**src/rtl/opti_coeffs_bank.sv**
```systemverilog
// Double-buffered biquad coefficient store.
// The loader edits the shadow bank. A commit swaps the banks at the next frame_start, then the
// new active bank is copied back into the shadow bank so that later edits stay incremental.
module opti_coeffs_bank #(
    parameter int unsigned COEF_W    = 16,
    parameter int unsigned FRAC_BITS = 14,
    parameter int unsigned N_STAGES  = 6,
    parameter int unsigned IDX_W     = 3
) (
    input  logic              clk,
    input  logic              rst,
    // Loader port (writes the shadow bank)
    input  logic              load_valid,
    output logic              load_ready,
    input  logic [IDX_W-1:0]  load_stage,
    input  logic [2:0]        load_sel,
    input  logic [COEF_W-1:0] load_data,
    output logic              load_err,
    // Bank swap control
    input  logic              commit,
    input  logic              frame_start,
    output logic              swap_pending,
    output logic              bank_sel,
    // Read port (reads the active bank)
    input  logic              rd_en,
    input  logic [IDX_W-1:0]  stage_index,
    output logic [COEF_W-1:0] b0,
    output logic [COEF_W-1:0] b1,
    output logic [COEF_W-1:0] b2,
    output logic [COEF_W-1:0] a1,
    output logic [COEF_W-1:0] a2,
    output logic              rd_valid
);

    localparam int unsigned       IdxW1     = IDX_W + 1;
    localparam logic [IDX_W:0]    NStages   = IdxW1'(N_STAGES);
    localparam logic [IDX_W-1:0]  LastStage = IDX_W'(N_STAGES - 1);
    localparam logic [COEF_W-1:0] Unity     = COEF_W'(1) << FRAC_BITS;

    typedef enum logic [1:0] {StIdle, StPending, StCopy} state_e;

    state_e            state_q, state_d;
    logic              bank_sel_q, bank_sel_d;
    logic [IDX_W-1:0]  copy_stage_q, copy_stage_d;
    logic [2:0]        copy_sel_q, copy_sel_d;
    logic              load_err_q;

    // Coefficient storage: [bank][stage][b0,b1,b2,a1,a2]
    logic [COEF_W-1:0] mem_q [2][N_STAGES][5];

    // Single write port shared by the loader (IDLE) and the copy engine (COPY)
    logic              wr_en;
    logic              wr_bank;
    logic [IDX_W-1:0]  wr_stage;
    logic [2:0]        wr_sel;
    logic [COEF_W-1:0] wr_data;

    logic              load_acc;
    logic              load_addr_ok;

    logic              rd_in_range;
    logic [IDX_W-1:0]  rd_stage;
    logic [COEF_W-1:0] rd_b0, rd_b1, rd_b2, rd_a1, rd_a2;
    logic [COEF_W-1:0] b0_q, b1_q, b2_q, a1_q, a2_q;
    logic              rd_valid_q;

    // Loader handshake and address check
    always_comb begin
        load_ready   = (state_q == StIdle);
        swap_pending = (state_q == StPending);
        load_acc     = load_valid && load_ready;
        load_addr_ok = ({1'b0, load_stage} < NStages) && (load_sel < 3'd5);
    end

    // FSM next state, bank toggle, copy walker and write-port steering
    always_comb begin
        state_d      = state_q;
        bank_sel_d   = bank_sel_q;
        copy_stage_d = copy_stage_q;
        copy_sel_d   = copy_sel_q;
        wr_en        = 1'b0;
        wr_bank      = ~bank_sel_q;
        wr_stage     = load_stage;
        wr_sel       = load_sel;
        wr_data      = load_data;
        unique case (state_q)
            StIdle: begin
                // A write in the commit cycle still lands before the swap is armed
                wr_en = load_acc && load_addr_ok;
                if (commit) begin
                    state_d = StPending;
                end
            end
            StPending: begin
                if (frame_start) begin
                    bank_sel_d   = ~bank_sel_q;
                    copy_stage_d = '0;
                    copy_sel_d   = '0;
                    state_d      = StCopy;
                end
            end
            StCopy: begin
                wr_en    = 1'b1;
                wr_stage = copy_stage_q;
                wr_sel   = copy_sel_q;
                wr_data  = mem_q[bank_sel_q][copy_stage_q][copy_sel_q];
                if (copy_sel_q == 3'd4) begin
                    copy_sel_d = '0;
                    if (copy_stage_q == LastStage) begin
                        state_d = StIdle;
                    end else begin
                        copy_stage_d = copy_stage_q + 1'b1;
                    end
                end else begin
                    copy_sel_d = copy_sel_q + 1'b1;
                end
            end
            default: state_d = StIdle;
        endcase
    end

    // Control state registers
    always_ff @(posedge clk) begin
        if (rst) begin
            state_q      <= StIdle;
            bank_sel_q   <= 1'b0;
            copy_stage_q <= '0;
            copy_sel_q   <= '0;
            load_err_q   <= 1'b0;
        end else begin
            state_q      <= state_d;
            bank_sel_q   <= bank_sel_d;
            copy_stage_q <= copy_stage_d;
            copy_sel_q   <= copy_sel_d;
            load_err_q   <= load_acc && !load_addr_ok;
        end
    end

    // Coefficient storage: reset to passthrough, one write per cycle
    always_ff @(posedge clk) begin
        if (rst) begin
            for (int b = 0; b < 2; b++) begin
                for (int s = 0; s < int'(N_STAGES); s++) begin
                    mem_q[b][s][0] <= Unity;
                    for (int k = 1; k < 5; k++) begin
                        mem_q[b][s][k] <= '0;
                    end
                end
            end
        end else if (wr_en) begin
            mem_q[wr_bank][wr_stage][wr_sel] <= wr_data;
        end
    end

    // Read mux; out-of-range stages see the passthrough set
    always_comb begin
        rd_in_range = ({1'b0, stage_index} < NStages);
        rd_stage    = rd_in_range ? stage_index : '0;
        rd_b0       = Unity;
        rd_b1       = '0;
        rd_b2       = '0;
        rd_a1       = '0;
        rd_a2       = '0;
        if (rd_in_range) begin
            rd_b0 = mem_q[bank_sel_q][rd_stage][0];
            rd_b1 = mem_q[bank_sel_q][rd_stage][1];
            rd_b2 = mem_q[bank_sel_q][rd_stage][2];
            rd_a1 = mem_q[bank_sel_q][rd_stage][3];
            rd_a2 = mem_q[bank_sel_q][rd_stage][4];
        end
    end

    // Registered read outputs; they hold while rd_en is low
    always_ff @(posedge clk) begin
        if (rst) begin
            b0_q       <= '0;
            b1_q       <= '0;
            b2_q       <= '0;
            a1_q       <= '0;
            a2_q       <= '0;
            rd_valid_q <= 1'b0;
        end else begin
            rd_valid_q <= rd_en;
            if (rd_en) begin
                b0_q <= rd_b0;
                b1_q <= rd_b1;
                b2_q <= rd_b2;
                a1_q <= rd_a1;
                a2_q <= rd_a2;
            end
        end
    end

    // Output assignments
    always_comb begin
        bank_sel = bank_sel_q;
        load_err = load_err_q;
        b0       = b0_q;
        b1       = b1_q;
        b2       = b2_q;
        a1       = a1_q;
        a2       = a2_q;
        rd_valid = rd_valid_q;
    end

endmodule

```
**config.mk**
```make
export PLATFORM = sky130hd
export DESIGN_NAME = opti_coeffs_bank
export DESIGN_NICKNAME = d
export VERILOG_FILES = /design/src/rtl/opti_coeffs_bank.sv
export SDC_FILE = /design/constraint.sdc
export NUM_CORES = 2
export LEC_CHECK = 0
export ABC_CLOCK_PERIOD_IN_PS = 3180
export BUFFER_PORTS_ARGS = -buffer_cell sky130_fd_sc_hd__buf_2
export CAP_MARGIN = 5
export CORE_MARGIN = 8
export CORE_UTILIZATION = 40
export DETAILED_ROUTE_END_ITERATION = 12
export PLACE_DENSITY_LB_ADDON = 0.25
export SYNTH_ARGS = -nofsm -noshare
export SYNTH_HDL_FRONTEND = slang
export SYNTH_SLANG_ARGS = --single-unit
```
**constraint.sdc**
```tcl
create_clock -name clk -period 3.18 [get_ports clk]
set_input_delay 0.636 -clock clk [delete_from_list [all_inputs] [get_ports clk]]
set_output_delay 0.636 -clock clk [all_outputs]
set_load 0.02 [all_outputs]
```
; After elaboration in Yosys (flattened, before gate mapping)
; Memory sizes are Yosys's and may differ from the RTL's. A register that Yosys moved wholly into a read port is not among the register bits.
; Index checks and enable logic that the tools add are counted.
[word_totals]
in_bits = 31
out_inout_bits = 85
ramBits = 960
regBits = 91
n_memories = 1
elab_cells = 97
[mem_list]
columns = name, words, width, read_ports, rd_ports_with_merged_regs, write_ports, line
row1 = mem_q, 2, 480, 1, 1, 2, 49  ; logic [COEF_W-1:0] mem_q [2][N_STAGES][5];
[op_classes]
mux = 44
addsub = 2
eq_ne = 9
n_lt_le_gt_ge = 10
bitwise = 6
reduce_logical = 14
[op_table]
columns = operator, n
row1 = $mux 480, 3
row2 = $bmux 80 s3, 2
row3 = $reduce_or 480->1, 1
row4 = $mux 80, 5
row5 = $demux 80 s3, 1
row6 = $mux 16, 9
row7 = $bmux 16 s3, 1
row8 = $demux 16 s3, 1
row9 = $mux 3, 7
row10 = $ge 4x4->1 const B, 5
row11 = $not 3->4, 5
row12 = $pmux 3 s2, 2
row13 = $lt 3x3->1 const B, 3
row14 = $lt 4x1->1 const B, 2
row15 = $mux 2, 4
row16 = $ne 2x2->1 const B, 4
row17 = $reduce_and 4->1, 2
row18 = $mux 1, 7
row19 = $add 3x1->3 const B, 2
row20 = $eq 3x3->1 const B, 2
row21 = $logic_and 1x1->1, 6
row22 = $pmux 2 s3, 1
row23 = $reduce_and 2->1, 2
row24 = $eq 2x1->1 const B, 1
row25 = other kinds (7), 7

; Logic depth before layout (Yosys ltp)
[depth]
ltp_word = 12
mapped_depth = 12
depth_no_buf = 8

; Worst setup path after synthesis
; OpenSTA, ideal clock, no wires.
[synth_path]
kind = input to register
from = in load_sel[0]
to = mem mem_q[1][103] (netlist bit), data pin
t_arrival_ns = 2.871
n_path_buf = 1
slack_ns = -0.028
setup_ns = 0.337
path_stages = 8
t_required_ns = 2.843
cell_sequence = o21ai_0 > a31oi_1 > or4_1 > nor2_1 > nor2_1 > o2111a_2 > buf_4 > nor2_1
[synth_rtl]
columns = item, line
row1 = from (decl), 16  ; input logic [2:0] load_sel,
row2 = to (decl), 49

==> metrics.cfg <==
[outcome]
status = complete, but fails checks
violations = setup timing

[global_route]
grt_pass1_vias = 33900
grt_start_max_net_pins = 83
antenna_found_initial = 9
grt_first_pass_wirelength_um = 269000
grtUsageTotal_pct = 27.9
globalRouteOverflowTotal = 0

[pwr]
intPower_mw = 25.3
p_seq_share_pct = 46.6
p_switching_mw = 9.14
p_comb_share_pct = 15.8
p_sw_share_pct = 26.5
power_leakage_nw = 23.4
clkPwrFrac_pct = 37.6
cellPowerDensity_nw_per_um2 = 542
irDropWorstVdd_v = 0.000455

[timing]
period_needed_ps = 3270
tightest_slew_ps = 1210
clock_skew_ps = 35.1
setup_viol = 206
fmax_ghz = 0.305
slew_headroom_pct = 18.9
finalCritPeriodShare_pct = 103
rsz0062_at_grt = true
finalHoldViolCount = 0
drv_slew = 0
fin_ws_ps = -93.7

[clock_network]
cts_hold_buf = 0
root_buffer = clkbuf_16
clock_path_buffers = 3
numCtsBuffers = 110
cts_sinks = 1052
insertion_delay_ps = 750
ctsHtreeMaxLevel = 3
path_clk_slew_ps = 70
cts_tree = built

[setup_path]
r2r_cells = 13
rrSetupSlack_ps = -90
cp-start-kind = flop
cp_max_fo = 7
worstReg2RegEnd = mem_q[1][445]
crit_required_ps = 3760
worstSetupPathType = reg2reg
end_kind = flop
arrival_ps = 3850

[finish]
final_nets = 3990
fin_area_sq_um = 63600
final_core_util_pct = 50.7
final_common_cell = edfxtp_1
num-fill-cells = 10600
drive_gt1_share_pct = 37.0
layout_common_cells = edfxtp_1, nor2_1, buf_4
area_growth_pct = 25.7

[synthesis]
syn-cell-area_sq_um = 50600
syn_avg_cell_area_sq_um = 15.1
yosysSeqAreaShare_pct = 60.6
syn_nets = 3375
synth-edff-count = 960
ys_async_sr_fraction_pct = 0
synth_cells = 3340
synth_ff_type = edfxtp_1
synth.yosys.warnings = 0
ys_ff_latch = 1052
ys_types = 64

[min_path]
min-delay-start = rst
holdPathStages = 4
min_to = load_err
hold_path_class = in2reg

[drt]
wl_per_cell_um = 35.6
drt_iter0_markers = 5044
final_antenna_net_count = 0
drcViolationCount = 0
drtPass1Iterations = 5
via_per_inst = 6.24
finalWirelength_um = 203000
vias = 35500

[die]
dieArea_sq_um = 138000
ioPinCount = 116
die_y_um = 372
design.core.area_sq_um = 126000
rows = 130
die_x_um = 372
start_util_pct = 40.3

[placed_design]
gp_congestion = 1.01
postPlaceCellArea_sq_um = 57500
detailed_place_hpwl_um = 137000
portBuffers = 115

[flow_run]
drv_cap = 0

critical path: stages, from the launching register on:
cell,delay [ps]
dfxtp_4,390
buf_12,140
buf_8,120
buf_8,130
buf_16,150
mux2i_2,250
mux4_2,510
mux2_4,330
o211ai_1,300
a21oi_4,120
buf_12,160
nor2_4,120
buf_12,190
buf_12,180
area by class of cell:
class / count / area (sq um) / share of cell area [%]
Antenna cell: 1 / 2.50 / 0.00393
Clock buffer: 146 / 3100 / 4.87
Clock inverter: 54 / 467 / 0.734
Inverter: 9 / 33.8 / 0.0531
Multi-Input combinational cell: 1986 / 18800 / 29.5
Sequential cell: 1052 / 30700 / 48.2
Tap cell: 1650 / 2060 / 3.25
Timing Repair Buffer: 796 / 8460 / 13.3
power by group through the flow:
| stage | logic [mW] | clock network, mW | registers (mW) |
|---|---|---|---|
| 2_1_floorplan | 2.26 | 0 | 16.3 |
| 3_3_place_gp | 4.71 | 0 | 16.3 |
| 3_5_place_dp | 4.72 | 0 | 16.4 |
| 4_1_cts | 5.02 | 13.0 | 16.1 |
| 5_1_grt | 5.52 | 13.5 | 16.1 |
| 6_report | 5.43 | 13.0 | 16.1 |
state kept, by name, indices dropped and copies added, names as in the netlist, named ones only:
| register | flops |
|---|---|
| a1 | 16 |
| a2 | 16 |
| b0 | 16 |
| b1 | 16 |
| b2 | 16 |
| bank_sel | 1 |
| copy_sel_q | 3 |
| copy_stage_q | 3 |
| load_err | 1 |
| mem_q | 960 |
| rd_valid | 1 |
| state_q | 2 |
worst max-delay path by stage:
stage / from / end / slack [ps] / cells past startpoint
6_report: flop / mem_q[1][445] / -90 / 13
5_1_grt: flop / mem_q[1][445] / -90 / 14
2_1_floorplan: load_sel[0] / mem_q[1][103] / -30 / 8
3_5_place_dp: flop / mem_q[0][290] / -520 / 9
3_3_place_gp: flop / mem_q[0][34] / -470 / 10
4_1_cts: flop / mem_q[1][310] / -130 / 9
timing repair:
action | 4_1_cts | 5_1_grt
buffers inserted | 35 | 75
setup endpoints to repair | 933 | 784
pin swaps | 10 | 22
gates resized for setup | 97 | 101
cloned | 9 | 22
per-layer routing:
metal	GRT usage [%]	part of all wire [%]	vias to the layer above
li1	-	-	14400
met1	35.7	36	18300
met2	43.7	46	2317
met3	7.90	12	448
met4	13.6	6.0	6
met5	0	0.019	-
logic make-up (layout without fill, tap and decap cells):
logic type                 Yosys count  in the layout  synth area share, %
buffers and inverters              304           1005                 3.46
adders and majority gates            4              4               0.0989
AOI/OAI and AO/OA                  434            434                 6.09
muxes                              617            617                 22.2
and+or+nand+nor                    927            929                 7.51
DFF                               1052           1052                 60.6
other                                0              1                    0
xor gates and xnor gates             2              2               0.0346
through the flow:
stage / hold slack, ps / power [mW] / std cells / worst slack [ps] / setup TNS (ps)
2_1_floorplan: 544 / 18.6 / 3340 / -28.1 / -7270
3_3_place_gp: 454 / 21.0 / 5363 / -466 / -110970
3_5_place_dp: 460 / 21.1 / 5363 / -519 / -130280
4_1_cts: 124 / 34.1 / 5607 / -132 / -16110
5_1_grt: 183 / 35.2 / 5693 / -93.2 / -5790
6_report: 165 / 34.5 / 5694 / -93.7 / -6940
cells in the mapped netlist, drive strengths merged, types with 2 or more instances:
cell	number	area, sq um
a211oi	60	450
nand3	25	125
nor4	5	37.5
ha	4	50.1
nand2b	44	275
o22ai	19	125
o22a	4	35.0
nand4	3	18.8
a41oi	4	35.0
a21oi	102	537
a21o	31	233
mux4	401	9030
o32ai	3	26.3
clkbuf	118	443
mux2i	199	1990
clkinv	2	7.51
o31ai	2	15.0
a221o	31	310
a311oi	2	17.5
a32o	2	20.0
a32oi	2	17.5
a2111oi	2	17.5
a31oi	20	174
nor2b	17	106
edfxtp	960	28800
inv	7	26.3
a221oi	13	114
dfxtp	92	1840
o211ai	37	278
o221ai	5	43.8
nor2	702	2640
a22oi	41	313
nand2	96	368
xnor2	2	17.5
mux2	17	191
buf	177	1270
and2	2	12.5
o21ai	41	205
a22o	11	96.3
and3	5	31.3
nor3	22	135
(Power assumes the default switching activity.)
